### src/rtl/ssdt_rr_buf_if.sv
// ssdt_rr_buf_if: bundle of per-channel inputs, tagged ready/valid output, ch_full/ovf status and ovf_clr; in_par/out_perr exist only with SSDT_RR_BUF_PARITY_EN
interface ssdt_rr_buf_if #(
  parameter int DATA_W = 4,
  parameter int N_CH = 4
);
  localparam int CW = N_CH > 1 ? $clog2(N_CH) : 1;
  logic [N_CH-1:0] in_valid;
  logic [N_CH*DATA_W-1:0] in_data;
  logic out_valid;
  logic [DATA_W-1:0] out_data;
  logic [CW-1:0] out_ch;
  logic out_ready;
  logic [N_CH-1:0] ch_full;
  logic [N_CH-1:0] ovf;
  logic ovf_clr;
`ifdef SSDT_RR_BUF_PARITY_EN
  logic [N_CH-1:0] in_par;
  logic out_perr;
  modport master (
    output in_valid, in_data, in_par, out_ready, ovf_clr,
    input out_valid, out_data, out_ch, out_perr, ch_full, ovf
  );
  modport slave (
    input in_valid, in_data, in_par, out_ready, ovf_clr,
    output out_valid, out_data, out_ch, out_perr, ch_full, ovf
  );
`else
  modport master (
    output in_valid, in_data, out_ready, ovf_clr,
    input out_valid, out_data, out_ch, ch_full, ovf
  );
  modport slave (
    input in_valid, in_data, out_ready, ovf_clr,
    output out_valid, out_data, out_ch, ch_full, ovf
  );
`endif
endinterface

### src/rtl/ssdt_rr_buf.sv
// ssdt_rr_buf: N_CH per-channel FIFOs drained round-robin onto one registered channel-tagged ready/valid output; ports clk, rst (async, active-high), bus (ssdt_rr_buf_if.slave); optional parity via SSDT_RR_BUF_PARITY_EN
module ssdt_rr_buf #(
  parameter int DATA_W = 4,
  parameter int N_CH = 4,
  parameter int DEPTH = 4
) (
  input logic clk,
  input logic rst,
  ssdt_rr_buf_if.slave bus
);
  localparam int AW = $clog2(DEPTH);
  localparam int CW = N_CH > 1 ? $clog2(N_CH) : 1;
`ifdef SSDT_RR_BUF_PARITY_EN
  localparam int EW = DATA_W + 1;
`else
  localparam int EW = DATA_W;
`endif
  logic [N_CH-1:0][DEPTH-1:0][EW-1:0] mem;
  logic [N_CH-1:0][AW:0] wr_ptr, rd_ptr, wr_n, rd_n;
  logic [N_CH-1:0][EW-1:0] entry;
  logic [N_CH-1:0] empty, full, full_n, push, pop, ovf_set;
  logic [CW-1:0] rr, grant, k;
  logic [EW-1:0] head;
  logic any, load;
  always_comb begin
    load = !bus.out_valid || bus.out_ready;
    grant = '0;
    any = 1'b0;
    k = '0;
    for (int c = 0; c < N_CH; c++) begin
      empty[c] = wr_ptr[c] == rd_ptr[c];
      full[c] = wr_ptr[c] == {~rd_ptr[c][AW], rd_ptr[c][AW-1:0]};
    end
    for (int i = N_CH; i >= 1; i--) begin
      k = CW'((int'(rr) + i) % N_CH);
      if (!empty[k]) begin
        grant = k;
        any = 1'b1;
      end
    end
    head = mem[grant][rd_ptr[grant][AW-1:0]];
    for (int c = 0; c < N_CH; c++) begin
      pop[c] = load && any && grant == CW'(c);
      push[c] = bus.in_valid[c] && (!full[c] || pop[c]);
      ovf_set[c] = bus.in_valid[c] && full[c] && !pop[c];
      wr_n[c] = wr_ptr[c] + (AW+1)'(push[c]);
      rd_n[c] = rd_ptr[c] + (AW+1)'(pop[c]);
      full_n[c] = wr_n[c] == {~rd_n[c][AW], rd_n[c][AW-1:0]};
`ifdef SSDT_RR_BUF_PARITY_EN
      entry[c] = {bus.in_par[c], bus.in_data[c*DATA_W +: DATA_W]};
`else
      entry[c] = bus.in_data[c*DATA_W +: DATA_W];
`endif
    end
  end
  always_ff @(posedge clk) begin
    for (int c = 0; c < N_CH; c++)
      if (push[c]) mem[c][wr_ptr[c][AW-1:0]] <= entry[c];
  end
  always_ff @(posedge clk or posedge rst) begin
    if (rst) begin
      wr_ptr <= '0;
      rd_ptr <= '0;
      rr <= CW'(N_CH - 1);
      bus.out_valid <= 1'b0;
      bus.out_data <= '0;
      bus.out_ch <= '0;
      bus.ch_full <= '0;
      bus.ovf <= '0;
`ifdef SSDT_RR_BUF_PARITY_EN
      bus.out_perr <= 1'b0;
`endif
    end else begin
      wr_ptr <= wr_n;
      rd_ptr <= rd_n;
      bus.ch_full <= full_n;
      bus.ovf <= ovf_set | (bus.ovf_clr ? '0 : bus.ovf);
      if (load) begin
        bus.out_valid <= any;
        if (any) begin
          bus.out_data <= head[DATA_W-1:0];
          bus.out_ch <= grant;
          rr <= grant;
`ifdef SSDT_RR_BUF_PARITY_EN
          bus.out_perr <= ^head;
`endif
        end
      end
    end
  end
endmodule

### src/flat_wrapper.sv
// flat-port wrapper written by rule: the top's interface ports become plain ports
module ssdt_rr_buf_flat 
#(
  parameter int DATA_W = 4,
  parameter int N_CH = 4,
  parameter int DEPTH = 4
)
  (clk, rst, bus_in_valid, bus_in_data, bus_out_ready, bus_ovf_clr, bus_out_valid, bus_out_data, bus_out_ch, bus_ch_full, bus_ovf);
  ssdt_rr_buf_if #(.DATA_W(DATA_W), .N_CH(N_CH)) bus_i ();
  input logic clk;
  input logic rst;
  input wire logic [$bits(bus_i.in_valid)-1:0] bus_in_valid;
  input wire logic [$bits(bus_i.in_data)-1:0] bus_in_data;
  input wire logic [$bits(bus_i.out_ready)-1:0] bus_out_ready;
  input wire logic [$bits(bus_i.ovf_clr)-1:0] bus_ovf_clr;
  output wire logic [$bits(bus_i.out_valid)-1:0] bus_out_valid;
  output wire logic [$bits(bus_i.out_data)-1:0] bus_out_data;
  output wire logic [$bits(bus_i.out_ch)-1:0] bus_out_ch;
  output wire logic [$bits(bus_i.ch_full)-1:0] bus_ch_full;
  output wire logic [$bits(bus_i.ovf)-1:0] bus_ovf;
  assign bus_i.in_valid = bus_in_valid;
  assign bus_i.in_data = bus_in_data;
  assign bus_i.out_ready = bus_out_ready;
  assign bus_i.ovf_clr = bus_ovf_clr;
  assign bus_out_valid = bus_i.out_valid;
  assign bus_out_data = bus_i.out_data;
  assign bus_out_ch = bus_i.out_ch;
  assign bus_ch_full = bus_i.ch_full;
  assign bus_ovf = bus_i.ovf;
  ssdt_rr_buf #(.DATA_W(DATA_W), .N_CH(N_CH), .DEPTH(DEPTH)) u_core (.clk(clk), .rst(rst), .bus(bus_i));
endmodule
### config.mk
export PLATFORM = sky130hd
export DESIGN_NAME = ssdt_rr_buf_flat
export DESIGN_NICKNAME = d
export VERILOG_FILES = /design/src/rtl/ssdt_rr_buf_if.sv /design/src/rtl/ssdt_rr_buf.sv /design/src/flat_wrapper.sv
export SDC_FILE = /design/constraint.sdc
export NUM_CORES = 1
export LEC_CHECK = 0
export BUFFER_PORTS_ARGS = -buffer_cell sky130_fd_sc_hd__buf_2
export CAP_MARGIN = 30
export CORE_ASPECT_RATIO = 0.6
export CORE_UTILIZATION = 55
export CTS_CLUSTER_SIZE = 25
export DETAILED_ROUTE_END_ITERATION = 6
export PLACE_DENSITY = 0.74
export SLEW_MARGIN = 40
export SYNTH_ARGS = -nofsm -noshare
export SYNTH_HDL_FRONTEND = slang
export SYNTH_SLANG_ARGS = --single-unit
### constraint.sdc
create_clock -name clk -period 3.27 [get_ports clk]
set_clock_uncertainty 0.15 [all_clocks]
set_input_delay 0.327 -clock clk [delete_from_list [all_inputs] [get_ports clk]]
set_output_delay 0.327 -clock clk [all_outputs]
set_load 0.02 [all_outputs]
### Word-level counts from Yosys, hierarchy flattened

Cells that the tools add are included.
W data, S select, Z words.

* flip-flop bits (word level): 105
* bits of input ports: 24

* $add $sub $neg: 12
* magnitude comparators: 14
* equality and inequality tests: 15
* muxes and demuxes: 35
* bitwise gates (word level): 9
* reductions and logical operators: 37

Operators by type and width (number)
* $bwmux W16: 4
* $eq A3 B3 Y1: 12
* $bmux W16 S2: 1
* $demux W4 S2: 4
* $lt A2 B3 Y1 const B: 10
* $add A3 B1 Y3: 8
* $mux W4: 6
* $logic_and A1 B1 Y1: 21
* $mux W16: 1
* $mux W2: 5
* $logic_not A1 Y1: 9
* $bmux W1 S2: 4
* $bmux W4 S2: 1
* $ge A2 B1 Y1 const B: 4
* $mux W1: 8
* $not A1 Y1: 8
* $bmux W3 S2: 1
* $logic_or A1 B1 Y1: 5
* $add A2 B1 Y2 const B: 2
* $add A2 B2 Y2 const B: 2
* $eq A2 B2 Y1 const B: 2
* $or A4 B4 Y4: 1
* $eq A2 B1 Y1 const B: 1
* $logic_not A2 Y1: 1
* $reduce_and A2 Y1: 1

### Depth between registers and ports, before layout

Gate-level depths: netlist of the first run.

* depth after elaboration: 13
* depth in mapped cells: 14
* mapped depth without buffers: 14

### Least setup slack after synthesis of the first run

Ideal clock, no wire load.

* path type: register to register
* from: register u_core.wr_ptr[1] (netlist bit)
* to: register u_core.bus.ch_full[1]
* data arrival time: 2.737 ns
* required time: 3.032 ns
* slack: 0.295 ns
* cell stages (with the launch flop): 15
* buffers on the path: 1
* period minus slack after synthesis: 2.975 ns
* cells stage by stage: dfrtp_1 -> xor2_1 -> nor3_1 -> a2111oi_2 -> or2_2 -> buf_2 -> nand3_1 -> nand3_1 -> nand2_1 -> inv_1 -> ha_1 -> ha_1 -> xnor2_1 -> nand2_1 -> nor3b_1

RTL lines
* start: declaration: line ssdt_rr_buf.sv:19 `logic [N_CH-1:0][AW:0] wr_ptr, rd_ptr, wr_n, rd_n;`
* start signal: assignment: line ssdt_rr_buf.sv:74 `wr_ptr <= wr_n;`
* end signal: assignment: line ssdt_rr_buf.sv:76 `bus.ch_full <= full_n;`
* end: declaration: line ssdt_rr_buf_if.sv:34 `output out_valid, out_data, out_ch, ch_full, ovf`

==> results of run 1 <==
Yosys cell counts, drive strengths merged:
cell	n
dfrtp	39
nand2b	2
and3b	2
xnor2	11
nor2b	2
clkbuf	3
a32o	1
buf	9
mux2i	8
or3	1
edfxtp	64
a311oi	1
o22ai	3
a22oi	3
nor3b	8
mux2	5
o211ai	3
o21ai	6
nor4	1
a21oi	22
nor2	14
dfstp	2
or2	1
a221oi	5
and3	4
nand3	6
a21boi	1
xor2	19
nor3	8
a2111oi	1
nand4b	1
a32oi	11
inv	14
ha	15
and2	3
nand2	60
o311ai	1
logic make-up after synthesis:
| kind of cell | count (synthesis) |
|---|---|
| AOI/OAI and AO/OA | 58 |
| and+or+nand+nor | 113 |
| adders and majority gates | 15 |
| buffers and inverters | 26 |
| DFF | 105 |
| xor gates and xnor gates | 30 |
| muxes | 13 |
placed cells by master (no fill, tap or decap), types with 4 or more instances in the layout:
master / count
edfxtp_1: 64
nand2_1: 59
dfrtp_1: 39
buf_2: 38
buf_4: 28
a21oi_1: 21
ha_1: 15
inv_1: 13
nor2_1: 11
a32oi_1: 11
xor2_1: 10
xor2_2: 9
clkbuf_16: 9
xnor2_1: 8
mux2i_1: 8
nor3_1: 6
nor3b_1: 5
and3_1: 4
a221oi_2: 4
o21ai_1: 4
sequential cells by signal, indices dropped and copies added, names as in the netlist:
register and cells:
u_core.bus.out_valid 1, u_core.rd_ptr 12, u_core.bus.ovf 4, u_core.bus.out_data 4, u_core.rr 2, u_core.bus.ch_full 4
u_core.bus.out_ch 2, u_core.wr_ptr 12, u_core.mem 64
cell type report:
cell class	count	area, µm²	share of cell area
timing repair buffer	68	421.7	0.07467
multi-input combinational	229	1778	0.3149
sequential	105	2950	0.5225
inverter	14	52.55	0.009306
clock inverter	7	83.83	0.01485
tap	108	135.1	0.02393
clock buffer	9	225.2	0.03988
path summary, 6_finish.rpt:
check	depth (start not counted)	end	slack, ns
worst min register to register	2	u_core.bus.out_ch[1]	0.35
min in group asynchronous	3	u_core.rd_ptr[6]	0.35
worst max register to register	13	u_core.bus.ch_full[1]	0.09
max in group asynchronous	4	u_core.rr[0]	1.87
worst min-delay path	1	u_core.mem[15]	0.05
worst max-delay path	13	u_core.bus.ch_full[1]	0.09
per-layer routing:
metal  global-route usage  share of wire  vias up
met3              0.09297          0.082        8
met4              0.07819         0.0082        0
li1                     -              -     1438
met1               0.4025           0.48     1512
met5                    0              0        -
met2               0.3384           0.43      116
through the flow:
stage	TNS [ns]	worst slack [ns]
2_1_floorplan	0	0.2953
4_1_cts	0	0.002890
6_report	0	0.08655
3_5_place_dp	-0.3147	-0.1293
5_1_grt	-0.3429	-0.08223
3_3_place_gp	-0.1212	-0.1212
timing repair:
item | 4_1_cts | 5_1_grt
endpoints found under the hold margin | 15 | 0
setup buffers | 0 | 1
pin swaps | 0 | 5
hold buffers | 1 | 0
resized for setup | 7 | 33
cloned | 0 | 0
endpoints found under the setup margin | 3 | 8
==> results.ini, run 1 <==
[sta]
whs_ns=0.04525
report.final.setup_viol=0
period_share=0.9735
max_freq_ghz=0.3141
tightest_slew_ns=0.6706
drv_slew=0
final_hold_viol_count=0
rsz0062_at_grt=true
max_slew_margin=0.5495
fin_crit_ns=3.183

[finish]
n_antenna_cell=0
drive_above_1_share=0.2963
stdcell_count=540
fin_util=0.7052
num-nets-final=466
nFillCells=564
fin_area_um2=5647
syn_to_final_growth_pct=22.44

[worst_setup_path]
crit_slowest_cell=dfstp_2
cp_top_family=simple AND/OR/NAND/NOR gates
required_ns=3.38
slowest_delay_ns=0.60
cp_max_fo=5
worstReg2RegStart=u_core.rr[1]
critPathKind=register to register
path_buf_inv=2
worstPathCellList=inv_1 > a311oi_4 > a2111oi_4 > or2_2 > nand3_2 > nand3_1 > nand2_1 > inv_1 > ha_1 > ha_1 > xnor2_1 > nand2_1 > nor3b_2
start_kind=register
cp-end-kind=register
cp.arrival_ns=3.30
worstSetupStartpoint=u_core.rr[1]

[logic_synthesis]
synth-simple-area-share=0.1131
ys_seq_area_frac=0.6397
ys_ff_latch=105
synthCells=360
muxShareOfSynthArea=0.02957
synthesis.nets=399
synthXorXnorAreaFrac=0.05697
avgSynthCellArea_um2=12.81
netlist_area_um2=4612
synth_adder_area_share=0.04069
yosysTopAreaCell=edfxtp_1
synth_warnings=0
synth_compound_area_frac=0.09333
synth_top_family_by_area=simple AND/OR/NAND/NOR gates
synth_top_area_frac=0.4167
synth_area_leaders=edfxtp_1 (42%), dfrtp_1 (21%), nand2_1 (4.9%), ha_1 (4.1%), xor2_1 (3.6%)
synth.distinct_cells=44

[detailed_routing]
dr_total_vias=3074
avgViaCountPerCell=5.693
routedWlPerCell_um=19.63
wl_mm=10.60
ant_nets=0
dr.pass1.iters=4
drcViolationCount=0
drt-initial-drc-count=296

[floorplan]
die_y_um=72.93
die_area_um2=8768
fp.dieW_um=120.2
coreArea_um2=8008
std_cell_rows=25
ioPinCount=39
initial_utilization=0.5759

[placement]
dp.cells=522
dp_hpwl_mm=7.338
gp_congestion=0.8831
portBuffers=38
placed_cell_area_um2=5080

[clock_network]
path_clk_slew_ns=0.07
cts.sinks=105
numCtsBuffers=9
tritoncts=done
h-tree-depth=3
root_buffer=clkbuf_16
clk_latency_ns=0.35
ctsLongestPathBuffers=2

[min_path]
min-delay-start=bus_in_data[3]
hold_class=primary input to register

[global_routing]
grt_pass1_vias=2928
grt_pass1_wl_mm=16.30
grt.overflow.total=0
track_usage=0.2601
grt_max_degree=37
antenna_found_initial=0

[run]
maxCapViolCount=0

[outcome]
status=finished clean

Power of run 1 is left out: the tool's default activity adds up to more than one toggle a clock period on the data nets, which glitch-free logic cannot reach.
==> run 2: changes to the inputs <==
PLACE_DENSITY = default   (was 0.74)
PLACE_DENSITY_LB_ADDON = 0.08   (was default)
==> run 2 against run 1 <==
  * Fmax is 0.19% higher
  * Routed wire length down 4.6%
  * Register-to-register slack about the same
  * Design area shrank 0.82%
  * Utilization fell by 0.58 points
  * Sequential cell count unchanged
  * Clock-buffer cell count is the same
  * Critical path depth grew 1
  * Non-clock buffer count is 2 higher
  * Global-route usage shrank 1.1 points
  * Via count fell by 2.0%
  * Critical path type unchanged
  * Largest cell class unchanged
  * Highest routed layer unchanged
==> results.ini, run 2 (synthesis results as in run 1) <==
[sta]
max_slew_margin=0.6380  ; was 0.5495
layout_setup_ws_ns=0.09262  ; was 0.08655 ns
finalSetupTns_ns=0  ; unchanged
report.final.setup_viol=0  ; unchanged
tightest_slew_ns=0.5388  ; was 0.6706 ns
final_hold_viol_count=0  ; unchanged
max_freq_ghz=0.3147  ; was 0.3141 GHz
rsz0062_at_grt=true  ; unchanged
drv_slew=0  ; unchanged
period_share=0.9717  ; was 0.9735
fin_crit_ns=3.177  ; was 3.183 ns
whs_ns=0.04203  ; was 0.04525 ns

[clock_network]
clk_latency_ns=0.35  ; about the same
path_clk_slew_ns=0.07  ; about the same
root_buffer=clkbuf_16  ; unchanged
ctsLongestPathBuffers=2  ; unchanged
tritoncts=done  ; unchanged
cts.sinks=105  ; unchanged
numCtsBuffers=9  ; unchanged
h-tree-depth=3  ; unchanged

[floorplan]
die_area_um2=8768  ; unchanged
fp.dieW_um=120.2  ; unchanged
std_cell_rows=25  ; unchanged
coreArea_um2=8008  ; unchanged
initial_utilization=0.5759  ; unchanged
die_y_um=72.93  ; unchanged
ioPinCount=39  ; unchanged

[finish]
final_cell_mix=edfxtp_1 (64), nand2_1 (58), dfrtp_1 (39)  ; was edfxtp_1 (64), nand2_1 (59), dfrtp_1 (39)
mostFrequentLayoutCell=edfxtp_1  ; unchanged
largest_register_ffs=64  ; unchanged
syn_to_final_growth_pct=21.43  ; was 22.44%
drive_above_1_share=0.2811  ; was 0.2963
n_antenna_cell=0  ; unchanged
num-nets-final=468  ; was 466
fin_area_um2=5600  ; was 5647 µm²

[global_routing]
grt_max_degree=42  ; was 37
grt_pass1_wl_mm=15.37  ; was 16.30 mm
track_usage=0.2493  ; was 0.2601
grt.overflow.total=0  ; unchanged
antenna_found_initial=0  ; unchanged
grt_pass1_vias=2757  ; was 2,928

[worst_setup_path]
required_ns=3.39  ; was 3.38 ns
worstSetupStartpoint=u_core.rd_ptr[5]  ; was u_core.rr[1]
cp-end-kind=register  ; unchanged
cp.arrival_ns=3.30  ; about the same
worstPathCellList=xor2_2 > buf_4 > nor4_4 > a2111oi_4 > or2_2 > nand3_1 > nand3_2 > nand2_2 > inv_1 > ha_1 > ha_1 > xnor2_1 > nand2_1 > nor3b_2  ; was inv_1 > a311oi_4 > a2111oi_4 > or2_2 > nand3_2 > nand3_1 > nand2_1 > inv_1 > ha_1 > ha_1 > xnor2_1 > nand2_1 > nor3b_2
cp_max_fo=4  ; was 5
crit_slowest_cell=dfrtp_1  ; was dfstp_2
critPathKind=register to register  ; unchanged
cp_common_cell=ha_1
worstReg2RegStart=u_core.rd_ptr[5]  ; was u_core.rr[1]
slowest_delay_ns=0.41  ; was 0.60 ns
start_kind=register  ; unchanged

[placement]
placed_cell_area_um2=5050  ; was 5080 µm²
pre_cts_slack_ns=-0.04338  ; was -0.1293 ns
portBuffers=38  ; unchanged
gp_congestion=0.8617  ; was 0.8831
dp_hpwl_mm=7.118  ; was 7.338 mm

[min_path]
min-delay-start=bus_in_data[2]  ; was bus_in_data[3]
hold_class=primary input to register  ; unchanged

[outcome]
status=finished clean  ; unchanged

[run]
maxCapViolCount=0  ; unchanged

[detailed_routing]
avgViaCountPerCell=5.555  ; was 5.693
ant_nets=0  ; unchanged
dr_total_vias=3011  ; was 3,074
wl_mm=10.12  ; was 10.60 mm
dr.pass1.iters=5  ; was 4
drt-initial-drc-count=300  ; was 296
drcViolationCount=0  ; unchanged
routedWlPerCell_um=18.66  ; was 19.63 µm

-- run 2: critical path, delay by kind of cell (launching register included) --
family,cells,cell delay [ns]
buffers and inverters,2,0.24
and+or+nand+nor,7,1.32
DFF,1,0.41
adders and majority gates,2,0.53
xor gates and xnor gates,2,0.36
AOI/OAI and AO/OA,1,0.10
-- run 2: metal layers --
metal	vias to the layer above	share of wire	GRT usage
li1	1442	-	-
met1	1448	0.52	0.3940
met2	111	0.40	0.3250
met3	10	0.076	0.07891
met4	0	0.0093	0.06996
met5	-	0	0
-- run 2: cell type report --
class / instances / area (µm²)
tap: 108 / 135.1
timing repair buffer: 70 / 445.4
fill: 586 / 2407
sequential: 105 / 2950
clock buffer: 9 / 225.2
inverter: 14 / 52.55
multi-input combinational: 229 / 1738
clock inverter: 7 / 53.80
-- run 2: path summary, 6_finish.rpt --
path,end,slack [ns],cells past startpoint
max,u_core.bus.ch_full[1],0.09,14
min,u_core.mem[10],0.04,1
max reg2reg,u_core.bus.ch_full[1],0.09,14
min reg2reg,u_core.bus.out_ch[1],0.34,2
max in group asynchronous,u_core.rr[1],2.10,4
min in group asynchronous,u_core.wr_ptr[5],0.50,4
-- run 2: per-stage QoR --
stage	std cells	utilization
2_1_floorplan	360	-
6_report	542	0.6994
4_1_cts	535	0.6717
3_5_place_dp	518	0.6306
3_3_place_gp	518	0.6306
5_1_grt	542	0.6994
-- run 2: timing repair --
action / 4_1_cts / 5_1_grt
pin swaps: 0 / 9
gates resized for setup: 6 / 27
setup endpoints to repair: 2 / 7
endpoints found under the hold margin: 39 / 0
hold buffers: 1 / 0
buffers inserted: 0 / 7
Power of run 2 is left out for the same reason.
==> run 3: changes to the inputs <==
REMOVE_ABC_BUFFERS = 1   (was default)
==> run 3 against run 2 <==
  * Highest routed layer unchanged
  * Global-route usage decreased by 0.42 points
  * Via count increased by 2.5%
  * Non-clock buffer count increased by 6
  * Fmax up 0.46%
  * First-iteration DRC count fell by 9.3%
  * Utilization rose by 0.094 points
  * Critical path depth fell by 2
  * Die area is the same
  * Sequential share of layout area fell by 0.071 points
==> results.ini, run 3 (synthesis results as in run 1) <==
[sta]
period_share=0.9672  ; was 0.9717
drv_slew=0  ; unchanged
tightest_slew_ns=0.5458  ; was 0.5388 ns
fin_crit_ns=3.163  ; was 3.177 ns
report.final.setup_viol=0  ; unchanged
final_hold_viol_count=0  ; unchanged
whs_ns=0.04947  ; was 0.04203 ns
layout_setup_ws_ns=0.1072  ; was 0.09262 ns
max_slew_margin=0.6361  ; was 0.6380
max_freq_ghz=0.3162  ; was 0.3147 GHz

[worst_setup_path]
critPathCapture=u_core.bus.ch_full[0]  ; was u_core.bus.ch_full[1]
required_ns=3.39  ; about the same
cp_common_cell=ha_1  ; unchanged
worst_r2r_path_depth=12  ; was 14
critPathKind=register to register  ; unchanged
r2r_slack_ns=0.11  ; was 0.09 ns
worstSetupStartpoint=u_core.wr_ptr[4]  ; was u_core.rd_ptr[5]
worstPathCellList=xor2_2 > or3_4 > a21oi_2 > nand3_2 > o311ai_2 > buf_4 > and2_1 > ha_1 > ha_1 > xnor2_1 > nand2_1 > nor3b_2  ; was xor2_2 > buf_4 > nor4_4 > a2111oi_4 > or2_2 > nand3_1 > nand3_2 > nand2_2 > inv_1 > ha_1 > ha_1 > xnor2_1 > nand2_1 > nor3b_2
crit_slowest_cell=dfrtp_1  ; unchanged
cp_max_fo=5  ; was 4
slowest_delay_ns=0.42  ; was 0.41 ns
start_kind=register  ; unchanged
cp.arrival_ns=3.28  ; was 3.30 ns
cp-end-kind=register  ; unchanged
worstReg2RegStart=u_core.wr_ptr[4]  ; was u_core.rd_ptr[5]
rr_endpoint=u_core.bus.ch_full[0]  ; was u_core.bus.ch_full[1]

[detailed_routing]
wl_mm=10.10  ; was 10.12 mm
drcViolationCount=0  ; unchanged
drt-initial-drc-count=272  ; was 300
dr_total_vias=3087  ; was 3,011
dr.pass1.iters=5  ; unchanged
routedWlPerCell_um=18.40  ; was 18.66 µm
avgViaCountPerCell=5.623  ; was 5.555
ant_nets=0  ; unchanged

[clock_network]
h-tree-depth=3  ; unchanged
root_buffer=clkbuf_16  ; unchanged
path_clk_slew_ns=0.07  ; about the same
tritoncts=done  ; unchanged
clk_latency_ns=0.35  ; about the same
numCtsBuffers=9  ; unchanged
cts.sinks=105  ; unchanged
ctsLongestPathBuffers=2  ; unchanged

[global_routing]
antenna_found_initial=0  ; unchanged
grt_max_degree=42  ; unchanged
grt.overflow.total=0  ; unchanged
grtUsageMet3=0.06641  ; was 0.07891
track_usage=0.2452  ; was 0.2493
use_met2=0.3199  ; was 0.3250
grt_pass1_vias=2891  ; was 2,757
grt_use_met1=0.3958  ; was 0.3940
grt_pass1_wl_mm=15.55  ; was 15.37 mm
grt-busiest-layer=met1  ; unchanged

[finish]
final_cell_mix=edfxtp_1 (64), nand2_1 (59), dfrtp_1 (39)  ; was edfxtp_1 (64), nand2_1 (58), dfrtp_1 (39)
drive_above_1_share=0.2834  ; was 0.2811
nFillCells=597  ; was 586
mostFrequentLayoutCell=edfxtp_1  ; unchanged
syn_to_final_growth_pct=21.60  ; was 21.43%
seq_area_um2=2950  ; unchanged
num-nets-final=475  ; was 468
multi_input_area_um2=1713  ; was 1738 µm²
n_antenna_cell=0  ; unchanged
stdcell_count=549  ; was 542
largest_register_ffs=64  ; unchanged

[min_path]
min-delay-start=bus_in_data[3]  ; was bus_in_data[2]
hold_class=primary input to register  ; unchanged

[floorplan]
std_cell_rows=25  ; unchanged
die_area_um2=8768  ; unchanged
fp.dieW_um=120.2  ; unchanged
coreArea_um2=8008  ; unchanged
ioPinCount=39  ; unchanged
die_y_um=72.93  ; unchanged
initial_utilization=0.5759  ; unchanged

[placement]
portBuffers=38  ; unchanged
dp_hpwl_mm=7.167  ; was 7.118 mm
pre_cts_slack_ns=-0.0002438  ; was -0.04338 ns
gp_congestion=0.8227  ; was 0.8617
dp.cells=523  ; was 518

[outcome]
status=finished clean  ; unchanged

[run]
maxCapViolCount=0  ; unchanged

[run 3: layout make-up]
cell class                      instances  share of cell area
Tap cell                              108             0.02410
Sequential cell                       105              0.5261
Clock inverter                          7            0.009594
Timing Repair Buffer                   76             0.08523
Multi-Input combinational cell        230              0.3054
Clock buffer                            9             0.04016
Inverter                               14            0.009371
[run 3: per-layer routing]
metal	up-vias	part of all wire
met1	1519	0.51
met2	104	0.40
met4	0	0.010
li1	1453	-
met5	-	0
met3	11	0.074
[run 3: worst max-delay path, delay by kind of cell (launching register included)]
kind	cells	cell delay, ns
compound gates	2	0.52
xor+xnor	2	0.40
fa+ha+maj	2	0.40
buf+inv	1	0.18
flops	1	0.42
simple gates	5	1.00
[run 3: stage by stage]
| stage | util | instance area, µm² | TNS [ns] |
|---|---|---|---|
| 2_1_floorplan | - | 4542 | -37.29 |
| 3_3_place_gp | 0.6353 | 5087 | 0 |
| 3_5_place_dp | 0.6353 | 5087 | -0.0002438 |
| 4_1_cts | 0.6742 | 5399 | 0 |
| 5_1_grt | 0.7003 | 5608 | -0.09742 |
| 6_report | 0.7003 | 5608 | 0 |
[run 3: timing repair]
action | CTS | global route
cloned | 0 | 1
hold buffers | 1 | 0
pin swaps | 0 | 9
gates resized for setup | 3 | 23
buffers inserted | 0 | 8
setup endpoints to repair | 1 | 7
endpoints found under the hold margin | 39 | 0
[run 3: worst min path at each step]
stage | slack [ns] | depth (start not counted) | endpoint
detailed placement | 0.33 | 3 | u_core.rd_ptr[7]
finish | 0.05 | 1 | u_core.mem[3]
global route | 0.05 | 1 | u_core.mem[60]
global placement | 0.32 | 3 | u_core.rd_ptr[7]
CTS | 0.05 | 1 | u_core.mem[3]
floorplan | 0.27 | 1 | u_core.bus.ovf[2]
Power of run 3 is left out for the same reason.
